$ cat config.mk
export PLATFORM = sky130hd
export DESIGN_NAME = div_seq_flat
export DESIGN_NICKNAME = d
export VERILOG_FILES = /design/src/rtl/div_seq_pkg.sv /design/src/rtl/div_seq_if.sv /design/src/rtl/div_seq.sv /design/src/flat_wrapper.sv
export SDC_FILE = /design/constraint.sdc
export NUM_CORES = 1
export LEC_CHECK = 0
export BUFFER_PORTS_ARGS = -buffer_cell sky130_fd_sc_hd__buf_2
export CAP_MARGIN = 20
export CORE_AREA = 2 2 190 192
export CTS_CLUSTER_DIAMETER = 200
export DETAILED_ROUTE_END_ITERATION = 10
export DIE_AREA = 0 0 192 194
export GPL_TIMING_DRIVEN = 0
export REMOVE_ABC_BUFFERS = 1
export SETUP_SLACK_MARGIN = 0.02
export SLEW_MARGIN = 20
export SYNTH_ARGS = -nofsm -noshare
export SYNTH_HDL_FRONTEND = slang
export SYNTH_SLANG_ARGS = --single-unit
$ cat constraint.sdc
create_clock -name clk -period 8.5 [get_ports clk]
set_clock_uncertainty 0.15 [all_clocks]
set_input_delay 1.7 -clock clk [delete_from_list [all_inputs] [get_ports clk]]
set_output_delay 1.7 -clock clk [all_outputs]
set_load 0.03 [all_outputs]
$ cat src/rtl/div_seq_pkg.sv
// Shared word type, FSM state encoding and sign helper for the sequential divider.
package div_seq_pkg;

    localparam int unsigned WORD_W = 32;

    typedef logic [WORD_W-1:0] word_t;

    localparam word_t      ZERO_WORD = '0;
    localparam logic [4:0] CNT_LAST  = 5'd31;

    typedef enum logic [1:0] {
        DIV_IDLE = 2'b00,
        DIV_CALC = 2'b01,
        DIV_DONE = 2'b10
    } div_state_e;

    function automatic word_t neg_if(input word_t v, input logic n);
        return n ? (ZERO_WORD - v) : v;
    endfunction

endpackage

$ cat src/rtl/div_seq_if.sv
// ALU <-> divider handshake: request/operands/control in, ready and results out.
interface div_seq_if;
    import div_seq_pkg::*;

    logic  start;
    logic  sign;
    word_t opr1;
    word_t opr2;
    logic  ex_hold;
    logic  flush;
    logic  ready;
    word_t quot;
    word_t rem;

    modport master (
        output start, sign, opr1, opr2, ex_hold, flush,
        input  ready, quot, rem
    );

    modport slave (
        input  start, sign, opr1, opr2, ex_hold, flush,
        output ready, quot, rem
    );

endinterface

$ cat src/rtl/div_seq.sv
// Radix-2 restoring divider for DIV/DIVU: one quotient bit per cycle, results
// and ready registered, hold while EX is frozen, abort on flush.
module div_seq
    import div_seq_pkg::*;
(
    input logic      clk,
    input logic      rst,
    div_seq_if.slave div
);

    div_state_e state_q, state_d;
    logic [4:0]  cnt_q, cnt_d;
    logic [32:0] prem_q, prem_d;
    word_t       dvd_q, dvd_d;
    word_t       dsr_q, dsr_d;
    logic        dneg_q, dneg_d;
    logic        vneg_q, vneg_d;
    logic        ready_q, ready_d;
    word_t       quot_q, quot_d;
    word_t       rem_q, rem_d;

    // One restoring step; the partial remainder stays below the divisor, so
    // the top bit of the difference is the borrow.
    logic [33:0] shifted, diff;
    logic        qbit;
    logic [32:0] prem_step;
    word_t       quo_step;

    always_comb begin
        shifted   = {prem_q, dvd_q[WORD_W-1]};
        diff      = shifted - {2'b00, dsr_q};
        qbit      = ~diff[33];
        prem_step = qbit ? diff[32:0] : shifted[32:0];
        quo_step  = {dvd_q[WORD_W-2:0], qbit};
    end

    always_comb begin
        state_d = state_q;
        cnt_d   = cnt_q;
        prem_d  = prem_q;
        dvd_d   = dvd_q;
        dsr_d   = dsr_q;
        dneg_d  = dneg_q;
        vneg_d  = vneg_q;
        ready_d = 1'b0;
        quot_d  = quot_q;
        rem_d   = rem_q;

        if (div.flush) begin
            state_d = DIV_IDLE;
        end else begin
            unique case (state_q)
                DIV_IDLE: begin
                    if (div.start) begin
                        dneg_d = div.sign & div.opr1[WORD_W-1];
                        vneg_d = div.sign & div.opr2[WORD_W-1];
                        dvd_d  = neg_if(div.opr1, dneg_d);
                        dsr_d  = neg_if(div.opr2, vneg_d);
                        if (div.opr2 == ZERO_WORD) begin
                            state_d = DIV_DONE;
                            ready_d = 1'b1;
                            quot_d  = '1;
                            rem_d   = div.opr1;
                        end else begin
                            state_d = DIV_CALC;
                            cnt_d   = '0;
                            prem_d  = '0;
                        end
                    end
                end
                DIV_CALC: begin
                    cnt_d  = cnt_q + 5'd1;
                    prem_d = prem_step;
                    dvd_d  = quo_step;
                    if (cnt_q == CNT_LAST) begin
                        state_d = DIV_DONE;
                        ready_d = 1'b1;
                        quot_d  = neg_if(quo_step, dneg_q ^ vneg_q);
                        rem_d   = neg_if(prem_step[WORD_W-1:0], dneg_q);
                    end
                end
                DIV_DONE: begin
                    if (div.ex_hold) begin
                        ready_d = 1'b1;
                    end else begin
                        state_d = DIV_IDLE;
                    end
                end
                default: state_d = DIV_IDLE;
            endcase
        end
    end

    always_ff @(posedge clk or posedge rst) begin
        if (rst) begin
            state_q <= DIV_IDLE;
            cnt_q   <= '0;
            prem_q  <= '0;
            dvd_q   <= '0;
            dsr_q   <= '0;
            dneg_q  <= 1'b0;
            vneg_q  <= 1'b0;
            ready_q <= 1'b0;
            quot_q  <= '0;
            rem_q   <= '0;
        end else begin
            state_q <= state_d;
            cnt_q   <= cnt_d;
            prem_q  <= prem_d;
            dvd_q   <= dvd_d;
            dsr_q   <= dsr_d;
            dneg_q  <= dneg_d;
            vneg_q  <= vneg_d;
            ready_q <= ready_d;
            quot_q  <= quot_d;
            rem_q   <= rem_d;
        end
    end

    assign div.ready = ready_q;
    assign div.quot  = quot_q;
    assign div.rem   = rem_q;

endmodule
$ cat src/flat_wrapper.sv
// flat-port wrapper written by rule: the top's interface ports become plain ports
module div_seq_flat import div_seq_pkg::*;
  (clk, rst, div_start, div_sign, div_opr1, div_opr2, div_ex_hold, div_flush, div_ready, div_quot, div_rem);
  div_seq_if div_i ();
  input logic clk;
  input logic rst;
  input wire logic [$bits(div_i.start)-1:0] div_start;
  input wire logic [$bits(div_i.sign)-1:0] div_sign;
  input wire logic [$bits(div_i.opr1)-1:0] div_opr1;
  input wire logic [$bits(div_i.opr2)-1:0] div_opr2;
  input wire logic [$bits(div_i.ex_hold)-1:0] div_ex_hold;
  input wire logic [$bits(div_i.flush)-1:0] div_flush;
  output wire logic [$bits(div_i.ready)-1:0] div_ready;
  output wire logic [$bits(div_i.quot)-1:0] div_quot;
  output wire logic [$bits(div_i.rem)-1:0] div_rem;
  assign div_i.start = div_start;
  assign div_i.sign = div_sign;
  assign div_i.opr1 = div_opr1;
  assign div_i.opr2 = div_opr2;
  assign div_i.ex_hold = div_ex_hold;
  assign div_i.flush = div_flush;
  assign div_ready = div_i.ready;
  assign div_quot = div_i.quot;
  assign div_rem = div_i.rem;
  div_seq u_core (.clk(clk), .rst(rst), .div(div_i));
endmodule
# Word-level counts from Yosys, hierarchy flattened
# Index checks and enable logic that the tools add are counted.
[word_totals] out_inout_bits=65 register_bits=171 elab_cells=72
[op_classes] muxes=33 n_bitwise=5 reduce_logical=8 n_addsub=6 eq_ne=10
[ops] operator="32-bit 2-to-1 mux" n=11
[ops] operator="32-bit case mux with 2 select lines" n=3
[ops] operator="1-bit by 32-bit subtractor with 32-bit output, first input constant" n=4
[ops] operator="33-bit 2-to-1 mux" n=3
[ops] operator="33-bit case mux with 2 select lines" n=1
[ops] operator="34-bit by 32-bit subtractor with 34-bit output" n=1
[ops] operator="32-bit logical NOT" n=1
[ops] operator="2-bit 2-to-1 mux" n=5
[ops] operator="5-bit 2-to-1 mux" n=2
[ops] operator="5-bit case mux with 2 select lines" n=1
[ops] operator="3-bit AND reduction" n=3
[ops] operator="3-bit != test, second input constant" n=2
[ops] operator="2-bit case mux with 3 select lines" n=1
[ops] operator="5-bit by 1-bit adder with 5-bit output, second input constant" n=1
[ops] operator="5-bit equality test, second input constant" n=1
[ops] operator="1-bit 2-to-1 mux" n=5
[ops] operator="5-bit AND reduction" n=1
[ops] operator="2-bit by 1-bit != test with 1-bit output, second input constant" n=2
[ops] operator="2-bit != test, second input constant" n=2
[ops] operator="4-bit AND reduction" n=1
[ops] operator="3-bit by 2-bit != test with 1-bit output, second input constant" n=1
[ops] operator="1-bit case mux with 3 select lines" n=1
[ops] operator="1-bit bitwise AND" n=2
[ops] operator="2-bit by 1-bit equality test with 1-bit output, second input constant" n=1
[ops] operator="5 further kinds" n=6

# Longest topological paths before layout
# Gate-level depths: netlist of run 1.
[logic_depth] depth_word=6 ltp_mapped=23

# Worst setup path before layout of run 1
# No wires, ideal clock.
[synth_path] kind="register -> register" start="reg u_core.prem_q[2]" end="reg u_core.quot_q[28], in the netlist u_core.div.quot[28]" setup_time_ps=141 required_time_ps=8209 slack_ps=3636 arrival_ps=4573 synth_period_minus_slack_ps=4864 path_buffers=2 path_stages_with_launch=22 cell_sequence="dfrtp_1 > ha_1 > a21o_1 > a21oi_4 > a21oi_1 > o211ai_2 > a21oi_2 > nor3_2 > nor2_2 > inv_2 > buf_2 > buf_1 > ha_1 > nor3b_1 > nand2_1 > or4_1 > nor3_1 > nand3_1 > o21ai_0 > nand2_1 > xnor2_1 > a31oi_1"
[synth_via] elab_chain_cells=6
[synth_lines] element="start, declared" line="div_seq.sv:13" text="logic [32:0] prem_q, prem_d;"
[synth_lines] element="start signal, assigned" line="div_seq.sv:109" text="prem_q <= prem_d;"
[synth_lines] element="34-bit by 32-bit subtractor with 34-bit output" line="div_seq.sv:31" text="diff = shifted - {2'b00, dsr_q};"
[synth_lines] element="1-bit NOT" line="div_seq.sv:32" text="qbit = ~diff[33];"
[synth_lines] element="1-bit by 32-bit subtractor with 32-bit output" line="div_seq_pkg.sv:18" text="return n ? (ZERO_WORD - v) : v;"
[synth_lines] element="32-bit 2-to-1 mux" line="div_seq_pkg.sv:18"
[synth_lines] element="32-bit 2-to-1 mux" line="div_seq.sv:75" text="if (cnt_q == CNT_LAST) begin"
[synth_lines] element="32-bit case mux with 2 select lines" line="div_seq.sv:52" text="unique case (state_q)"
[synth_lines] element="end signal, assigned" line="div_seq.sv:115" text="quot_q <= quot_d;"
[synth_lines] element="end, declared" line="div_seq.sv:19" text="word_t quot_q, quot_d;"
# No other way between the ends. The select of a mux whose other input is x is not followed.
# A chain may end at the register's enable or synchronous reset.

# Final worst setup path of run 1
# Ends and elaborated chain as after synthesis.

==> results of run 1 <==
## final cells by class
class / count / area, um2
clock buffers: 17 / 425
diodes: 1 / 2.50
fillers: 3608 / 21200
well taps: 461 / 577
clock inverters: 14 / 148
flip-flops and latches: 171 / 4280
repair buffers: 147 / 933
inverters: 56 / 218
multi-input cells: 1233 / 7450
## routing by layer
metal | share of wire (%) | GRT usage, % | vias to the layer above
li1 | - | - | 5628
met5 | 0 | 0 | -
met3 | 4.9 | 3.31 | 41
met2 | 46 | 31.2 | 255
met4 | 2.3 | 5.85 | 0
met1 | 47 | 25.8 | 5234
## cells by family (layout without fill, tap and decap cells)
logic type | Yosys count | count (layout) | share of synthesized area (%)
simple gates | 543 | 543 | 20.7
compound gates | 482 | 482 | 23.2
flops | 171 | 171 | 35.1
buf+inv | 137 | 234 | 4.38
xor+xnor | 136 | 136 | 9.78
fa+ha+maj | 39 | 39 | 4.07
mux | 33 | 33 | 2.75
other cells | 0 | 1 | 0
## through the flow
step | instance area, um2 | hold slack [ns]
after global placement | 13100 | 0.312
final | 14000 | 0.327
after detailed placement | 13400 | 0.321
after CTS | 14000 | 0.336
after global routing | 14000 | 0.350
after floorplan | 11900 | 0.300
## sequential cells by signal (all words and copies together), names as in the netlist
register / cells
u_core.div.quot: 32
u_core.div.rem: 32
u_core.prem_q: 33
u_core.state_q: 2
u_core.dneg_q: 1
u_core.vneg_q: 1
u_core.cnt_q: 5
u_core.dsr_q: 32
u_core.div.ready: 1
u_core.dvd_q: 32
## report_power, final
part           switching [mW]  internal (mW)
clock                   0.355          0.433
combinational            1.68           1.01
sequential              0.193          0.941
## Yosys cell counts, drive strengths merged, types with 21 or more instances
library cell	n	area, um2
a21oi	155	795
a31oi	34	213
clkbuf	65	246
dfrtp	171	4280
ha	38	475
inv	56	210
mux2i	29	290
nand2	193	724
nor2	165	622
nor3	32	175
o21ai	191	956
o31ai	21	168
or3	24	150
xnor2	71	622
xor2	65	569
## final timing paths
check                      slack [ns]              from             endpoint
min in group asynchronous        1.15               rst   u_core.div.quot[0]
hold / removal                   0.33  u_core.dsr_q[30]     u_core.dsr_q[30]
setup reg to reg                 2.30  u_core.prem_q[2]  u_core.div.quot[28]
hold reg to reg                  0.33  u_core.dsr_q[30]     u_core.dsr_q[30]
max in group asynchronous        6.15               rst     u_core.dsr_q[27]
setup / recovery                 2.30  u_core.prem_q[2]  u_core.div.quot[28]
## critical path, delay by kind of cell, from the launching register on
kind,cells,cell delay [ns]
buffers and inverters,1,0.61
AOI/OAI and AO/OA,7,1.41
DFF,1,0.46
adders and majority gates,2,0.69
and+or+nand+nor,8,2.61
xor gates and xnor gates,1,0.14
## layout by cell type (no fill, tap or decap), types with 15 or more instances in the layout
master,netlist,layout
dfrtp_1,171,170
o21ai_1,16,15
xnor2_1,71,70
nand3_1,20,20
buf_2,13,134
or3_1,24,24
clkbuf_16,0,17
and3_1,20,20
nand2_1,193,193
a21oi_1,152,152
o31ai_1,19,19
nor2_1,164,164
nor3_1,29,29
o21ai_0,175,174
a31oi_1,34,34
inv_1,55,54
nor4_1,19,19
ha_1,38,38
mux2i_1,29,29
xor2_1,65,64
==> qor.yml, run 1 <==
placement:
  dp_hpwl_um: 27100
  preCtsSetupSlack_ns: 2.32
  portBuffers: 134
  gp_congestion: 0.843
  dpl.cell_count: 2068
floorplan:
  start_util_pct: 34.6
  die_w_um: 192
  core_um2: 35200
  rows: 69
  fp.dieH_um: 194
  die_area_um2: 37200
  io_pins: 135
synthesis:
  ys_seq_elements: 171
  syn_inst: 1541
  synth_edf_count: 0
  postSynthAreaPerCell_um2: 7.91
  syn_area_um2: 12200
  synth_flop_cell: "dfrtp_1"
  ys_warn_count: 0
  async_flop_share_pct: 100
  synth_cell_types: 75
  ys_seq_area_share_pct: 35.1
run_status:
  outcome: "complete, no violations"
setup_path:
  slowest_delay_ns: 0.64
  worstPathRequired_ns: 8.65
  path_cells: "ha_1, a21o_1, a21oi_4, a21oi_1, o211ai_2, a21oi_2, nor3_4, nor2_4, inv_2, ha_1, nor3b_1, nand2_1, or4_1, nor3_1, nand3_1, o21ai_0, nand2_1, xnor2_1, a31oi_1"
  arrival_ns: 6.35
  worstRegToRegCells: 19
  cp_slowest_cell: "nor3_4"
  crit_path_end_kind: "flop"
  cp-start-kind: "flop"
  critPathMaxFanout: 35
  crit_type: "reg2reg"
clock_network:
  cts_repair_resize_count: 0
  cts_setup_buffers: 0
  cts_tree: "yes"
  clock_latency_ns: 0.45
  clk_pin_slew_ns: 0.07
  ctsLongestPathBuffers: 2
  htreeDepth: 4
  clock-sinks: 171
  cts_made_buffers: 17
  hold_buffers: 0
  cts_root_buf: "clkbuf_16"
drt:
  wl_um: 35200
  wl_per_cell_um: 16.8
  num_vias: 11158
  final_antenna_net_count: 0
  viasPerCell: 5.31
  first_pass_iters: 5
  drcViolationCount: 0
  drtIter0Drc: 735
pwr:
  p_leak_nw: 6.23
  powerDensity_nw_per_um2: 329
  ir_drop_mv: 0.146
  total_power_mw: 4.61
min_path:
  whs_path_depth: 2
  holdCritPathClass: "reg2reg"
finish:
  final-instance-count-excl-fill: 2100
  syn2layout_area_growth_pct: 15.2
  drive_above_1_share_pct: 13.2
  finish.net_count: 1735
  finish.utilization_pct: 39.8
grt:
  antenna_found_initial: 0
  grt_usage_pct: 19.1
  grt_overflow: 0
  grt_pass1_wl_um: 57500
  grt_pass1_vias: 10805
  grt_max_degree: 102
job:
  max-cap-violations: 0
timing:
  worstMarginPinSlew_ns: 0.881
  final_hold_viol_count: 0
  fin_setup_tns_ns: 0
  finalSetupViolCount: 0
  slew_headroom_pct: 41.0
  drv_slew: 0
  final.setup.worst_slack_ns: 2.30
  rsz0062_at_grt: "no"
  min_period_ns: 6.20
  min_period_over_period_pct: 73.0
  clock.fmax_ghz: 0.161
(Power assumes the default switching activity.)
==> run 2, diff against run 1 <==
ABC_AREA = 1   (was not set)
CORE_AREA = 2 2 201 203   (was 2 2 190 192)
DIE_AREA = 0 0 203 205   (was 0 0 192 194)
clock period = 5.87 ns   (was 8.5 ns; I/O delays follow)
==> run 2 against run 1 <==
Via count is 24% higher. Worst setup slack worse by 1.7 ns. Sequential cell count stayed put. Clock-buffer cell count is 1 higher. Synthesized cell count is 37% higher. First-iteration DRC count is 45% higher. Wire length is 21% higher. Sequential share of layout area is 2.7 points lower. Non-clock buffer count is 5 lower. Core utilization is 0.71 points lower. Fmax is 18% higher. Critical path type unchanged. Highest routed layer unchanged.
==> qor.yml, run 2 <==
run_status:
  outcome: "complete, no violations"
synthesis:
  synth_compound_area_share_pct: 14.6
  synth_xor_xnor_area_share_pct: 3.39
  syn_inst: 2117
  synth_area_leaders: "dfrtp_1, nand2_1, inv_1"
  synth_flop_cell: "dfrtp_1"
  ys_seq_elements: 171
  syn_area_um2: 13700
  synth.most_common_cell: "nand2_1"
  synth-simple-area-share_pct: 35.8
  async_flop_share_pct: 100
  ys_top_cells_by_count: "nand2_1, inv_1, nor2_1, nand3_1, dfrtp_1"
  synth_cell_types: 61
  postSynthAreaPerCell_um2: 6.47
  ys_warn_count: 0
  synth_top_family_by_area: "simple AND/OR/NAND/NOR gates"
  synth_edf_count: 0
  ys_seq_area_share_pct: 31.2
  synth.area.mux_share_pct: 0
  synth_top_cell_area_share_pct: 31.2
  yosys.area.top_type: "dfrtp_1"
  synth_fa_ha_area_share_pct: 3.62
placement:
  dp_hpwl_um: 33100
  gp_congestion: 0.878
  portBuffers: 134
timing:
  final_hold_viol_count: 0
  min_period_over_period_pct: 89.4
  rsz0062_at_grt: "no"
  slew_headroom_pct: 25.6
  finalSetupViolCount: 0
  clock.fmax_ghz: 0.191
  drv_slew: 0
  min_period_ns: 5.25
  worstMarginPinSlew_ns: 1.11
min_path:
  whs_path_depth: 2
  hold_start: "u_core.div.quot[18]"
  holdCritPathClass: "reg2reg"
  holdPathEnd: "u_core.div.quot[18]"
grt:
  use_met3_pct: 2.47
  grt_pass1_wl_um: 69300
  grt_overflow: 0
  grt_pass1_vias: 13053
  top_usage_layer: "met2"
  grt_usage_pct: 20.9
  grtUsageMet1_pct: 28.7
  use_met2_pct: 34.8
  grt_max_degree: 97
  antenna_found_initial: 0
drt:
  drcViolationCount: 0
  wl_um: 42700
  first_pass_iters: 5
  drtIter0Drc: 1067
  num_vias: 13795
  wl_per_cell_um: 15.6
  viasPerCell: 5.03
  final_antenna_net_count: 0
setup_path:
  r2r_slack_ns: 0.62
  path_cells: "ha_1, a21oi_1, nand2_1, a21oi_2, nor2_1, nor2_4, nand3_2, nand2_4, ha_1, inv_1, nor3_1, inv_1, nor3_1, nand4_1, nor2_1, nand4_1, o31ai_1, o21ai_0, a21oi_1, o21ai_0"
  worstRegToRegCells: 20
  slowest_delay_ns: 0.52
  path_delay_family: "simple AND/OR/NAND/NOR gates"
  cp_slowest_cell: "nand2_4"
  rr_endpoint: "u_core.div.quot[30]"
  path_buf_inv: 2
  cp-start-kind: "flop"
  worstPathRequired_ns: 6.05
  arrival_ns: 5.43
  reg2reg_from: "u_core.prem_q[23]"
  crit_type: "reg2reg"
  critPathMaxFanout: 27
  crit_path_end_kind: "flop"
floorplan:
  die_area_um2: 41600
  io_pins: 135
  core_um2: 39400
  rows: 73
  start_util_pct: 34.8
  fp.dieH_um: 205
  die_w_um: 203
clock_network:
  cts_repair_resize_count: 0
  clock-sinks: 171
  cts_made_buffers: 17
  cts_tree: "yes"
  htreeDepth: 4
  ctsLongestPathBuffers: 2
  cts_setup_buffers: 0
  cts_root_buf: "clkbuf_16"
  clock_latency_ns: 0.47
  clk_pin_slew_ns: 0.07
  hold_buffers: 0
finish:
  regMostFlops: "u_core.prem_q"
  finish.utilization_pct: 39.1
  mostFrequentLayoutCells: "nand2_1, inv_1, nor2_1, nand3_1, dfrtp_1"
  syn2layout_area_growth_pct: 12.4
  largest_reg_flops: 33
  final_common_cell: "nand2_1"
  drive_above_1_share_pct: 11.6
  n_antenna_cell: 0
  finish.net_count: 2311
job:
  max-cap-violations: 0
[run 2: cell types whose count changed after synthesis, moves of 39 or more]
| cell | change |
|---|---|
| nand2_1 | +445 |
| inv_1 | +250 |
| a21oi_1 | -59 |
| o21ai_0 | -74 |
| nand3_1 | +152 |
| xnor2_1 | -56 |
| o22ai_1 | +39 |
[run 2: final cells by class]
class | count | area (um2)
clock inverters | 14 | 129
well taps | 525 | 657
repair buffers | 142 | 847
fillers | 4206 | 24000
clock buffers | 18 | 429
multi-input cells | 1559 | 7880
inverters | 311 | 1180
flip-flops and latches | 171 | 4280
[run 2: worst min-delay path, stage by stage (launching register included)]
cell,delay [ns]
dfrtp_1,0.34
nand2_1,0.06
nand2_1,0.05
[run 2: logic make-up (layout without fill, tap and decap cells)]
| family | Yosys count | count (layout) |
|---|---|---|
| and+or+nand+nor | 1132 | 1132 |
| DFF | 171 | 171 |
| adders and majority gates | 39 | 39 |
| xor gates and xnor gates | 53 | 53 |
| AOI/OAI and AO/OA | 335 | 335 |
| buffers and inverters | 387 | 485 |
[run 2: how the worst max path moves through the flow]
stage,cells past startpoint,to,from
final,20,u_core.div.quot[30],u_core.prem_q[23]
after floorplan,8,u_core.div.quot[13],u_core.state_q[0]
after global placement,8,u_core.div.rem[25],u_core.state_q[0]
after global routing,24,u_core.div.quot[30],u_core.prem_q[7]
after CTS,20,u_core.div.quot[30],u_core.prem_q[23]
after detailed placement,20,u_core.div.quot[30],u_core.prem_q[23]
[run 2: metal layers]
| layer | vias up | part of all wire, % | wire length (um) |
|---|---|---|---|
| li1 | 7033 | - | - |
| met1 | 6312 | 47 | 20200 |
| met2 | 397 | 46 | 19700 |
| met3 | 53 | 4.9 | 2100 |
| met4 | 0 | 1.7 | 728 |
| met5 | - | 0 | 0 |
[run 2: stage by stage]
stage               hold slack, ns  instance area (um2)  setup TNS, ns  worst slack [ns]  std cells
global route                 0.347                15400              0             0.179       2740
detailed placement           0.306                14800              0             0.787       2708
finish                       0.321                15400              0             0.621       2740
floorplan                    0.303                13300         -60.40            -0.881       2041
CTS                          0.322                15400              0             0.754       2740
global placement             0.303                14600        -831.30             -5.51       2700
Power of run 2 is left out: the tool's default activity adds up to more than one toggle a clock period on the data nets, which glitch-free logic cannot reach.
